--- config.mk ---
export PLATFORM = sky130hd
export DESIGN_NAME = pipe_hazard_ctrl_flat
export DESIGN_NICKNAME = d
export VERILOG_FILES = /design/src/rtl/pipe_pkg.sv /design/src/rtl/pipe_hazard_ctrl_if.sv /design/src/rtl/hz_match.sv /design/src/rtl/pipe_hazard_ctrl.sv /design/src/flat_wrapper.sv
export SDC_FILE = /design/constraint.sdc
export NUM_CORES = 1
export LEC_CHECK = 0
export CORE_ASPECT_RATIO = 0.7
export CORE_MARGIN = 2
export CORE_UTILIZATION = 46
export CTS_CLUSTER_SIZE = 16
export DETAILED_ROUTE_END_ITERATION = 8
export HOLD_SLACK_MARGIN = 0.1
export PLACE_DENSITY = 0.79
export SYNTH_ARGS = -nofsm -noshare
export SYNTH_HDL_FRONTEND = slang
export SYNTH_HIERARCHICAL = 1
export SYNTH_SLANG_ARGS = --single-unit
--- constraint.sdc ---
create_clock -name clk -period 2.8 [get_ports clk]
set_input_delay 0.84 -clock clk [delete_from_list [all_inputs] [get_ports clk]]
set_output_delay 0.84 -clock clk [all_outputs]
set_load 0.05 [all_outputs]
--- src/rtl/pipe_pkg.sv ---
// Shared types for the wideword pipeline hazard controller: FSM encoding,
// forwarding-select constants and the shadow scoreboard entry.
package pipe_pkg;

  // Widest register address the scoreboard stores; narrower addresses are zero-extended.
  localparam int SB_RD_W = 8;

  typedef enum logic [1:0] {
    ST_RUN    = 2'd0,
    ST_LDWAIT = 2'd1,
    ST_DRAIN  = 2'd2,
    ST_HALTED = 2'd3
  } state_t;

  localparam logic [1:0] FWD_RF = 2'd0;
  localparam logic [1:0] FWD_EX = 2'd1;
  localparam logic [1:0] FWD_WB = 2'd2;

  typedef struct packed {
    logic [SB_RD_W-1:0] rd;
    logic               valid;
    logic               load;
  } sb_entry_t;

  // Youngest producer wins; a load in EX has no result yet, so it cannot forward.
  function automatic logic [1:0] fwd_sel(input logic ex_hit, input logic ex_load,
                                         input logic wb_hit);
    if (ex_hit && !ex_load) return FWD_EX;
    if (wb_hit)             return FWD_WB;
    return FWD_RF;
  endfunction

endpackage

--- src/rtl/pipe_hazard_ctrl_if.sv ---
// Decode-side bundle between the ID stage and the hazard controller.
interface pipe_hazard_ctrl_if #(parameter int REG_AW = 5) ();

  logic              id_valid;
  logic [REG_AW-1:0] id_rs1;
  logic [REG_AW-1:0] id_rs2;
  logic              id_use_rs1;
  logic              id_use_rs2;
  logic [REG_AW-1:0] id_rd;
  logic              id_regwren;
  logic              id_load;
  logic              halt_req;

  logic              pipe1_hold;
  logic              pipe2_bubble;
  logic [1:0]        fwd_a_sel;
  logic [1:0]        fwd_b_sel;
  logic              halted;
  logic [15:0]       stall_cnt;

  modport master (
    output id_valid, id_rs1, id_rs2, id_use_rs1, id_use_rs2, id_rd, id_regwren, id_load,
           halt_req,
    input  pipe1_hold, pipe2_bubble, fwd_a_sel, fwd_b_sel, halted, stall_cnt
  );

  modport slave (
    input  id_valid, id_rs1, id_rs2, id_use_rs1, id_use_rs2, id_rd, id_regwren, id_load,
           halt_req,
    output pipe1_hold, pipe2_bubble, fwd_a_sel, fwd_b_sel, halted, stall_cnt
  );

endinterface

--- src/rtl/hz_match.sv ---
// Compares one decode source register against the EX and WB scoreboard entries.
module hz_match
  import pipe_pkg::*;
#(
  parameter int REG_AW = 5
) (
  input  logic               use_rs,
  input  logic [REG_AW-1:0]  rs,
  input  logic               ex_valid,
  input  logic [SB_RD_W-1:0] ex_rd,
  input  logic               wb_valid,
  input  logic [SB_RD_W-1:0] wb_rd,
  output logic               ex_hit,
  output logic               wb_hit
);

  logic [SB_RD_W-1:0] rs_ext;

  assign rs_ext = SB_RD_W'(rs);
  assign ex_hit = use_rs & ex_valid & (ex_rd == rs_ext);
  assign wb_hit = use_rs & wb_valid & (wb_rd == rs_ext);

endmodule

--- src/rtl/pipe_hazard_ctrl.sv ---
// Hazard controller: EX/WB shadow scoreboard, operand forwarding, load-use
// stall sequencing and drain-then-stop halt.
module pipe_hazard_ctrl
  import pipe_pkg::*;
#(
  parameter int MEM_LAT = 2,
  parameter int REG_AW  = 5
) (
  input  logic               clk,
  input  logic               reset,
  pipe_hazard_ctrl_if.slave  bus
);

  state_t      state, state_nxt;
  logic [3:0]  cnt, cnt_nxt;
  sb_entry_t   sb_ex, sb_wb;
  logic        halt_pend;
  logic [15:0] stall_cnt;

  logic a_ex_hit, a_wb_hit, b_ex_hit, b_wb_hit;
  logic load_use, halt_any, hold, bubble, issue, hold_wb;

  hz_match #(.REG_AW(REG_AW)) u_match_a (
    .use_rs  (bus.id_valid & bus.id_use_rs1),
    .rs      (bus.id_rs1),
    .ex_valid(sb_ex.valid),
    .ex_rd   (sb_ex.rd),
    .wb_valid(sb_wb.valid),
    .wb_rd   (sb_wb.rd),
    .ex_hit  (a_ex_hit),
    .wb_hit  (a_wb_hit)
  );

  hz_match #(.REG_AW(REG_AW)) u_match_b (
    .use_rs  (bus.id_valid & bus.id_use_rs2),
    .rs      (bus.id_rs2),
    .ex_valid(sb_ex.valid),
    .ex_rd   (sb_ex.rd),
    .wb_valid(sb_wb.valid),
    .wb_rd   (sb_wb.rd),
    .ex_hit  (b_ex_hit),
    .wb_hit  (b_wb_hit)
  );

  assign load_use = (state == ST_RUN) & sb_ex.load & (a_ex_hit | b_ex_hit);
  assign halt_any = halt_pend | bus.halt_req;

  // NOTE: every output of this block gets a default first, so no path can infer a latch.
  always_comb begin
    state_nxt = state;
    cnt_nxt   = cnt;
    hold      = 1'b0;
    bubble    = 1'b0;
    case (state)
      ST_RUN: begin
        if (load_use) begin
          hold    = 1'b1;
          bubble  = 1'b1;
          cnt_nxt = 4'(MEM_LAT - 1);
          if (MEM_LAT > 1) state_nxt = ST_LDWAIT;
        end else if (halt_any) begin
          state_nxt = ST_DRAIN;
          cnt_nxt   = 4'd1;
        end
      end
      ST_LDWAIT: begin
        hold    = 1'b1;
        bubble  = 1'b1;
        cnt_nxt = cnt - 4'd1;
        if (cnt == 4'd1) begin
          if (halt_any) begin
            state_nxt = ST_DRAIN;
            cnt_nxt   = 4'd1;
          end else begin
            state_nxt = ST_RUN;
          end
        end
      end
      ST_DRAIN: begin
        hold   = 1'b1;
        bubble = 1'b1;
        if (cnt == 4'd0) state_nxt = ST_HALTED;
        else             cnt_nxt   = cnt - 4'd1;
      end
      default: begin
        hold   = 1'b1;
        bubble = 1'b1;
      end
    endcase
  end

  assign issue = bus.id_valid & ~bubble & (state == ST_RUN);
  // The load stays parked in WB while memory data is outstanding, so the
  // dependent instruction sees a WB hit when it re-evaluates.
  assign hold_wb = (state == ST_LDWAIT) & sb_wb.load;

  // NOTE: sequential state uses non-blocking assignments so all flops update together.
  always_ff @(posedge clk) begin
    // NOTE: the scoreboard is a pair of flop entries, not a memory, so it is cleared on reset.
    if (reset) begin
      state     <= ST_RUN;
      cnt       <= '0;
      sb_ex     <= '0;
      sb_wb     <= '0;
      halt_pend <= 1'b0;
      stall_cnt <= '0;
    end else begin
      state <= state_nxt;
      cnt   <= cnt_nxt;
      if (bus.halt_req) halt_pend <= 1'b1;
      if (bubble && stall_cnt != 16'hFFFF) stall_cnt <= stall_cnt + 16'd1;
      if (state != ST_HALTED) begin
        if (!hold_wb) sb_wb <= sb_ex;
        if (issue) begin
          sb_ex.rd    <= SB_RD_W'(bus.id_rd);
          sb_ex.valid <= bus.id_regwren & bus.id_valid;
          sb_ex.load  <= bus.id_load;
        end else begin
          sb_ex <= '0;
        end
      end
    end
  end

  assign bus.pipe1_hold   = hold;
  assign bus.pipe2_bubble = bubble;
  assign bus.fwd_a_sel    = fwd_sel(a_ex_hit, sb_ex.load, a_wb_hit);
  assign bus.fwd_b_sel    = fwd_sel(b_ex_hit, sb_ex.load, b_wb_hit);
  assign bus.halted       = (state == ST_HALTED);
  assign bus.stall_cnt    = stall_cnt;

endmodule

--- src/flat_wrapper.sv ---
// flat-port wrapper written by rule: the top's interface ports become plain ports
module pipe_hazard_ctrl_flat import pipe_pkg::*;
#(
  parameter int MEM_LAT = 2,
  parameter int REG_AW  = 5
)
  (clk, reset, bus_id_valid, bus_id_rs1, bus_id_rs2, bus_id_use_rs1, bus_id_use_rs2, bus_id_rd, bus_id_regwren, bus_id_load, bus_halt_req, bus_pipe1_hold, bus_pipe2_bubble, bus_fwd_a_sel, bus_fwd_b_sel, bus_halted, bus_stall_cnt);
  pipe_hazard_ctrl_if #(.REG_AW(REG_AW)) bus_i ();
  input  logic clk;
  input  logic reset;
  input wire logic [$bits(bus_i.id_valid)-1:0] bus_id_valid;
  input wire logic [$bits(bus_i.id_rs1)-1:0] bus_id_rs1;
  input wire logic [$bits(bus_i.id_rs2)-1:0] bus_id_rs2;
  input wire logic [$bits(bus_i.id_use_rs1)-1:0] bus_id_use_rs1;
  input wire logic [$bits(bus_i.id_use_rs2)-1:0] bus_id_use_rs2;
  input wire logic [$bits(bus_i.id_rd)-1:0] bus_id_rd;
  input wire logic [$bits(bus_i.id_regwren)-1:0] bus_id_regwren;
  input wire logic [$bits(bus_i.id_load)-1:0] bus_id_load;
  input wire logic [$bits(bus_i.halt_req)-1:0] bus_halt_req;
  output wire logic [$bits(bus_i.pipe1_hold)-1:0] bus_pipe1_hold;
  output wire logic [$bits(bus_i.pipe2_bubble)-1:0] bus_pipe2_bubble;
  output wire logic [$bits(bus_i.fwd_a_sel)-1:0] bus_fwd_a_sel;
  output wire logic [$bits(bus_i.fwd_b_sel)-1:0] bus_fwd_b_sel;
  output wire logic [$bits(bus_i.halted)-1:0] bus_halted;
  output wire logic [$bits(bus_i.stall_cnt)-1:0] bus_stall_cnt;
  assign bus_i.id_valid = bus_id_valid;
  assign bus_i.id_rs1 = bus_id_rs1;
  assign bus_i.id_rs2 = bus_id_rs2;
  assign bus_i.id_use_rs1 = bus_id_use_rs1;
  assign bus_i.id_use_rs2 = bus_id_use_rs2;
  assign bus_i.id_rd = bus_id_rd;
  assign bus_i.id_regwren = bus_id_regwren;
  assign bus_i.id_load = bus_id_load;
  assign bus_i.halt_req = bus_halt_req;
  assign bus_pipe1_hold = bus_i.pipe1_hold;
  assign bus_pipe2_bubble = bus_i.pipe2_bubble;
  assign bus_fwd_a_sel = bus_i.fwd_a_sel;
  assign bus_fwd_b_sel = bus_i.fwd_b_sel;
  assign bus_halted = bus_i.halted;
  assign bus_stall_cnt = bus_i.stall_cnt;
  pipe_hazard_ctrl #(.MEM_LAT(MEM_LAT), .REG_AW(REG_AW)) u_core (.clk(clk), .reset(reset), .bus(bus_i));
endmodule
Word-level counts from Yosys, hierarchy flattened
Index checks and enable logic that the tools add are counted.
{ "totals": {"ff_bits": 43, "out_inout_bits": 23, "wordCells": 85} }
{ "classes": {"n_addsub": 2, "eq_ne": 14, "mux": 29, "bitwise": 20, "reduce_logical": 10} }
{ "ops": {"columns": ["cell", "count"], "rows": [
  ["equality test 8 x 5 -> 1 bit", 4],
  ["2-to-1 mux 2 bit", 13],
  ["2-to-1 mux 4 bit", 5],
  ["adder 16 x 1 -> 16 bit (second input constant)", 1],
  ["bitwise AND 1 bit", 16],
  ["inequality test 16 bit (second input constant)", 1],
  ["case mux 4 bit (3 select lines)", 1],
  ["2-to-1 mux 1 bit", 8],
  ["2-to-1 mux 7 bit", 1],
  ["case mux 2 bit (3 select lines)", 1],
  ["equality test 2 bit (second input constant)", 2],
  ["equality test 4 x 1 -> 1 bit (second input constant)", 1],
  ["zero test 4 bit", 1],
  ["inequality test 2 x 1 -> 1 bit (second input constant)", 2],
  ["inequality test 2 bit (second input constant)", 2],
  ["AND reduction 4 bit", 1],
  ["subtractor 4 x 1 -> 4 bit (second input constant)", 1],
  ["logical AND 1 bit", 3],
  ["inequality test 3 x 1 -> 1 bit (second input constant)", 1],
  ["AND reduction 3 bit", 1],
  ["nonzero test 3 bit", 1],
  ["equality test 2 x 1 -> 1 bit (second input constant)", 1],
  ["zero test 2 bit", 1],
  ["inverter 1 bit", 2],
  ["3 further kinds", 4]
]} }

Logic depth before layout (Yosys ltp)
{ "depth": {"depth_word": 11, "mapped_depth": 9, "mapped_depth_nobuf": 8} }

Modules after synthesis
The synthesis kept the hierarchy.
{ "by_module_without_submodules": {"columns": ["mod", "n_inst", "cells_each", "area_each_um2", "seq_area_each_um2"], "rows": [
  ["pipe_hazard_ctrl", 1, 235, 1933.1, 740.7],
  ["hz_match", 2, 18, 147.6, 0.0]
]} }

Worst setup path before layout
No wires, ideal clock.
{ "synth_timing": {"path_type": "in2out", "start": "input bus_id_rs2[0]", "end": "output bus_pipe2_bubble", "arrival_ns": 2.513, "required_time_ns": 1.960, "setup_slack_ns": -0.553, "path_stages": 8, "cell_sequence": "xor2_1 -> or3_1 -> nor3_2 -> o21ai_2 -> and2_0 -> clkbuf_1 -> inv_1 -> buf_4"} }
{ "synth_via": {"elab_chain_cells": 6} }
{ "synth_rtl": {"columns": ["element", "line_no", "text"], "rows": [
  ["start: declaration", "flat_wrapper.sv:13", "input wire logic [$bits(bus_i.id_rs2)-1:0] bus_id_rs2;"],
  ["equality test 8 x 5 -> 1 bit", "hz_match.sv:20", "assign ex_hit = use_rs & ex_valid & (ex_rd == rs_ext);"],
  ["bitwise AND 1 bit", "hz_match.sv:20", null],
  ["via u_core.b_ex_hit", "pipe_hazard_ctrl.sv:20", "logic a_ex_hit, a_wb_hit, b_ex_hit, b_wb_hit;"],
  ["OR 1 bit", "pipe_hazard_ctrl.sv:45", "assign load_use = (state == ST_RUN) & sb_ex.load & (a_ex_hit | b_ex_hit);"],
  ["bitwise AND 1 bit", "pipe_hazard_ctrl.sv:45", null],
  ["2-to-1 mux 1 bit (2 in series)", null, null],
  ["end: declaration", "flat_wrapper.sv:21", "output wire logic [$bits(bus_i.pipe2_bubble)-1:0] bus_pipe2_bubble;"]
]} }
The timed path passes the listed nets, and every way through them passes these cells.

Final worst setup path
{ "layout_timing": {"start": "input bus_id_rs1[0]", "end": "output bus_pipe2_bubble"} }
{ "layout_via": {"elab_chain_cells": 6} }
{ "layout_rtl": {"columns": ["element", "line_no", "text"], "rows": [
  ["start: declaration", "flat_wrapper.sv:12", "input wire logic [$bits(bus_i.id_rs1)-1:0] bus_id_rs1;"],
  ["equality test 8 x 5 -> 1 bit", "hz_match.sv:20", null],
  ["bitwise AND 1 bit", "hz_match.sv:20", null],
  ["via u_core.a_ex_hit", "pipe_hazard_ctrl.sv:20", null],
  ["OR 1 bit", "pipe_hazard_ctrl.sv:45", null],
  ["bitwise AND 1 bit", "pipe_hazard_ctrl.sv:45", null],
  ["2-to-1 mux 1 bit", "pipe_hazard_ctrl.sv:56", "if (load_use) begin"],
  ["2-to-1 mux 1 bit", "pipe_hazard_ctrl.sv:54", "case (state)"]
]} }
The timed path passes the listed nets, and every way through them passes these cells.

==> metrics.txt <==
# TYPE chip_impl_metric gauge
chip_impl_metric{name="timing.max_cap.violations",unit=""} 0
chip_impl_metric{name="die-area",unit="um2"} 5430
chip_impl_metric{name="drt-initial-drc-count",unit=""} 108
chip_impl_metric{name="grt.overflow.total",unit=""} 0
chip_impl_info{name="post_synth_most_frequent_cells",value="dfxtp_1 (37), a21oi_1 (26), nand2_1 (20)"} 1
chip_impl_metric{name="power_per_cell_area",unit="nW/um2"} 642
chip_impl_metric{name="dr.pass1.iters",unit=""} 4
chip_impl_metric{name="worst_ir_drop_vdd",unit="mV"} 0.500
chip_impl_metric{name="maximum_number_of_pins_on_one_net_before_global_route_repair",unit=""} 21
chip_impl_metric{name="timing.clock.skew",unit="ps"} 3.13
chip_impl_metric{name="clock_tree.htree_level_count",unit=""} 2
chip_impl_metric{name="worstPathBufferInverterCount",unit=""} 3
chip_impl_metric{name="r2r_slack",unit="ps"} 330
chip_impl_metric{name="setup_slack",unit="ps"} -219
chip_impl_info{name="yosys-top-cells-area",value="dfxtp_1 (33%), xnor2_1 (6.3%), a21oi_1 (5.8%), ha_1 (4.5%), nand2_1 (3.4%)"} 1
chip_impl_metric{name="number_of_cell_instances_on_the_worst_register_to_register_path",unit=""} 8
chip_impl_metric{name="f_max",unit="MHz"} 331
chip_impl_metric{name="worst-endpoint-required",unit="ps"} 1960
chip_impl_info{name="classification_of_the_worst_setup_path",value="in -> out"} 1
chip_impl_metric{name="vias",unit=""} 2229
chip_impl_metric{name="holdBufCountCts",unit=""} 0
chip_impl_metric{name="final.setup.tns",unit="ps"} -590
chip_impl_metric{name="post-synth-top-area-fraction",unit="%"} 33.2
chip_impl_metric{name="timing_max_transition_violations_final",unit=""} 0
chip_impl_metric{name="final-setup-viol-count",unit=""} 5
chip_impl_metric{name="synth_area",unit="um2"} 2230
chip_impl_metric{name="cts-buffers-inserted",unit=""} 5
chip_impl_metric{name="timing.critical_path.depth",unit=""} 8
chip_impl_metric{name="io_buffers",unit=""} 45
chip_impl_metric{name="clk-insertion-delay-late",unit="ps"} 290
chip_impl_metric{name="ioPinCount",unit=""} 46
chip_impl_metric{name="grt_first_pass_wirelength",unit="um"} 9640
chip_impl_metric{name="place_hpwl",unit="um"} 4310
chip_impl_info{name="status",value="finished with violations"} 1
chip_impl_metric{name="slowest_delay",unit="ps"} 340
chip_impl_info{name="synth_top_area_cell",value="dfxtp_1"} 1
chip_impl_metric{name="fp-row-count",unit=""} 21
chip_impl_metric{name="cp_max_fanout",unit=""} 3
chip_impl_metric{name="clkTransAtPathRegs",unit="ps"} 70
chip_impl_metric{name="power.net_switching",unit="uW"} 733
chip_impl_info{name="rsz0062_at_grt",value="true"} 1
chip_impl_metric{name="finish.net_count",unit=""} 372
chip_impl_info{name="critPathCaptureType",value="output pin"} 1
chip_impl_metric{name="core",unit="um2"} 4730
chip_impl_info{name="synth.most_common_cell",value="dfxtp_1"} 1
chip_impl_metric{name="route.detailed.vias_per_inst",unit=""} 5.59
chip_impl_metric{name="die_h",unit="um"} 62.2
chip_impl_metric{name="fill_cell_count",unit=""} 402
chip_impl_metric{name="power_report.internal_total",unit="uW"} 1270
chip_impl_metric{name="post-route-period-util",unit="%"} 108
chip_impl_metric{name="max-clock-path-buffers",unit=""} 2
chip_impl_info{name="worst_path_dominant_cell_family",value="simple AND/OR/NAND/NOR gates"} 1
chip_impl_metric{name="ys_warn_count",unit=""} 6
chip_impl_metric{name="synth_edf_count",unit=""} 0
chip_impl_info{name="timing.rr.start",value="u_core/sb_ex[2]$_SDFFE_PP0N_"} 1
chip_impl_metric{name="antennaDiodeCount",unit=""} 0
chip_impl_metric{name="critPathArrivalTime",unit="ps"} 2180
chip_impl_metric{name="clock_power_share",unit="%"} 23.6
chip_impl_metric{name="cts.sink_count",unit=""} 37
chip_impl_metric{name="post_synth_inst_count",unit=""} 271
chip_impl_metric{name="wire_length_per_cell",unit="um"} 14.8
chip_impl_info{name="hold_path_class",value="reg -> reg"} 1
chip_impl_metric{name="syn2layout_area_growth",unit="%"} 40.0
chip_impl_metric{name="comb_power_share",unit="%"} 43.0
chip_impl_metric{name="synth.avg_cell_area",unit="um2"} 8.22
chip_impl_metric{name="synth_seq_area_share",unit="%"} 33.2
chip_impl_metric{name="placement.setup.worst_slack",unit="ps"} -706
chip_impl_metric{name="timing.slew.headroom",unit="%"} 56.3
chip_impl_info{name="worstPathCellList",value="buf_6 -> xor2_1 -> or3_1 -> nor3_2 -> o21ai_2 -> and2_4 -> clkinvlp_4 -> buf_12"} 1
chip_impl_metric{name="totalWireLength",unit="um"} 5900
chip_impl_info{name="critical_path.startpoint",value="bus_id_rs1[0]"} 1
chip_impl_metric{name="synth-async-reset-ratio",unit="%"} 0
chip_impl_info{name="worstSetupEndpoint",value="bus_pipe2_bubble"} 1
chip_impl_info{name="regToRegEndpoint",value="u_core/bus.stall_cnt[15]$_SDFFE_PP0P_"} 1
chip_impl_metric{name="power_leakage",unit="uW"} 0.00113
chip_impl_info{name="slowest_stage",value="or3_1"} 1
chip_impl_metric{name="sw_frac_of_total",unit="%"} 36.6
chip_impl_metric{name="grt_pass1_vias",unit=""} 2066
chip_impl_metric{name="tightest_slew",unit="ps"} 654
chip_impl_metric{name="ant_nets",unit=""} 0
chip_impl_metric{name="post-route-min-period",unit="ps"} 3020
chip_impl_metric{name="routabilityCongestion",unit=""} 0.839
chip_impl_info{name="cts-root-buf",value="clkbuf_8"} 1
chip_impl_metric{name="drive_above_1_share",unit="%"} 20.2
chip_impl_info{name="violations_in_the_final_reports",value="setup timing"} 1
chip_impl_metric{name="dieWidth",unit="um"} 87.2
chip_impl_metric{name="ffs_latches_synth",unit=""} 37
chip_impl_info{name="cts_tree",value="yes"} 1
chip_impl_metric{name="synth_cell_type_count",unit=""} 49
chip_impl_metric{name="all_layer_global_routing_usage",unit="%"} 22.2
chip_impl_metric{name="sequentialPowerShare",unit="%"} 33.3
chip_impl_metric{name="finalHoldViolCount",unit=""} 0
chip_impl_metric{name="start_util",unit="%"} 47.1
chip_impl_metric{name="detail_route.drc_violations",unit=""} 0
chip_impl_info{name="synth_top_flop_cell",value="dfxtp_1"} 1
chip_impl_metric{name="grt_antenna_before_repair",unit=""} 0
chip_impl_info{name="critPathLaunchType",value="input port"} 1
## power groups by stage
stage	combinational, uW	sequential, uW	clock [uW]
after floorplan	563	703	0
after global placement	817	673	0
after detailed placement	835	676	0
after CTS	850	665	483
after global routing	938	679	504
final	862	668	473
## metrics by stage
step,util (%),hold slack (ps),area [um2],std cells,total power [uW]
2_1_floorplan,-,450,2290,282,1270
3_3_place_gp,61.9,464,2930,390,1490
3_5_place_dp,61.9,478,2930,390,1510
4_1_cts,65.3,488,3090,398,2000
5_1_grt,66.0,505,3120,399,2120
6_report,66.0,489,3120,399,2000
## cells by family (layout without fill, tap and decap cells)
kind of cell               count (synthesis)  count (layout)  synth area share [%]
AOI/OAI and AO/OA                         71              72                  20.7
xor gates and xnor gates                  20              20                  7.86
adders and majority gates                  8               8                  4.49
buffers and inverters                     21              80                  4.16
DFF                                       37              37                  33.2
muxes                                      1               1                 0.505
other                                      1              12                 0.168
and+or+nand+nor                          112             112                  28.9
## flip-flops by register name, indices dropped and copies added, names as in the netlist
name,count
u_core/bus.stall_cnt,16
u_core/sb_ex,7
u_core/sb_wb,7
u_core/cnt,4
u_core/state,2
u_core/halt_pend,1
## cells in the final DEF, fill, tap and decap left out, types with 5 or more instances in the layout
| cell | instances |
|---|---|
| o21ai_0 | 9 |
| conb_1 | 12 |
| o31ai_1 | 9 |
| a22oi_1 | 7 |
| xnor2_2 | 6 |
| a21oi_1 | 25 |
| nor2_1 | 14 |
| nand4_1 | 9 |
| nand2_1 | 20 |
| or3_1 | 6 |
| nand3b_1 | 5 |
| clkdlybuf4s50_1 | 25 |
| clkbuf_8 | 6 |
| buf_6 | 6 |
| buf_4 | 21 |
| xnor2_1 | 10 |
| dfxtp_1 | 37 |
| inv_1 | 6 |
| or4_1 | 7 |
| nor3_1 | 11 |
| ha_1 | 8 |
| nand3_1 | 7 |
## layer usage
metal	GRT usage, %	share of wire [%]	vias up
met5	0	0	-
met4	6.35	0.98	0
met3	4.26	5.3	8
met2	34.3	44	56
met1	31.6	50	1032
li1	-	-	1133
## worst min path at each step
stage / from / endpoint / slack, ps / depth (start not counted)
floorplan: u_core/sb_wb[1]$_SDFFE_PP0P_ / u_core/sb_wb[1]$_SDFFE_PP0P_ / 450 / 2
global placement: u_core/sb_wb[1]$_SDFFE_PP0P_ / u_core/sb_wb[1]$_SDFFE_PP0P_ / 460 / 2
detailed placement: u_core/sb_wb[1]$_SDFFE_PP0P_ / u_core/sb_wb[1]$_SDFFE_PP0P_ / 480 / 2
CTS: u_core/sb_wb[1]$_SDFFE_PP0P_ / u_core/sb_wb[1]$_SDFFE_PP0P_ / 490 / 2
global route: u_core/sb_wb[1]$_SDFFE_PP0P_ / u_core/sb_wb[1]$_SDFFE_PP0P_ / 510 / 2
finish: u_core/sb_wb[1]$_SDFFE_PP0P_ / u_core/sb_wb[1]$_SDFFE_PP0P_ / 490 / 2
## worst reg2reg max path: stages (launching register included)
cell,delay (ps)
dfxtp_1,470
xor2_1,110
or3_1,340
nor3_2,210
o21ai_2,110
buf_4,190
a211o_4,360
or4_1,470
a21oi_1,150
## area by class of cell
class | instances | area, um2 | area share, %
clock buffer | 7 | 86.3 | 2.77
multi-input combinational | 225 | 1530 | 49.0
sequential | 37 | 741 | 23.7
timing repair buffer | 65 | 633 | 20.3
clock inverter | 1 | 30.0 | 0.962
tap | 57 | 71.3 | 2.29
inverter | 7 | 30.0 | 0.962
## repair_timing
action,in CTS,in global routing
cloned,0,1
resized for setup,43,10
pin swaps,17,12
setup endpoints to repair,19,12
buffers inserted,1,2
Power figures use the tool's default switching activity.
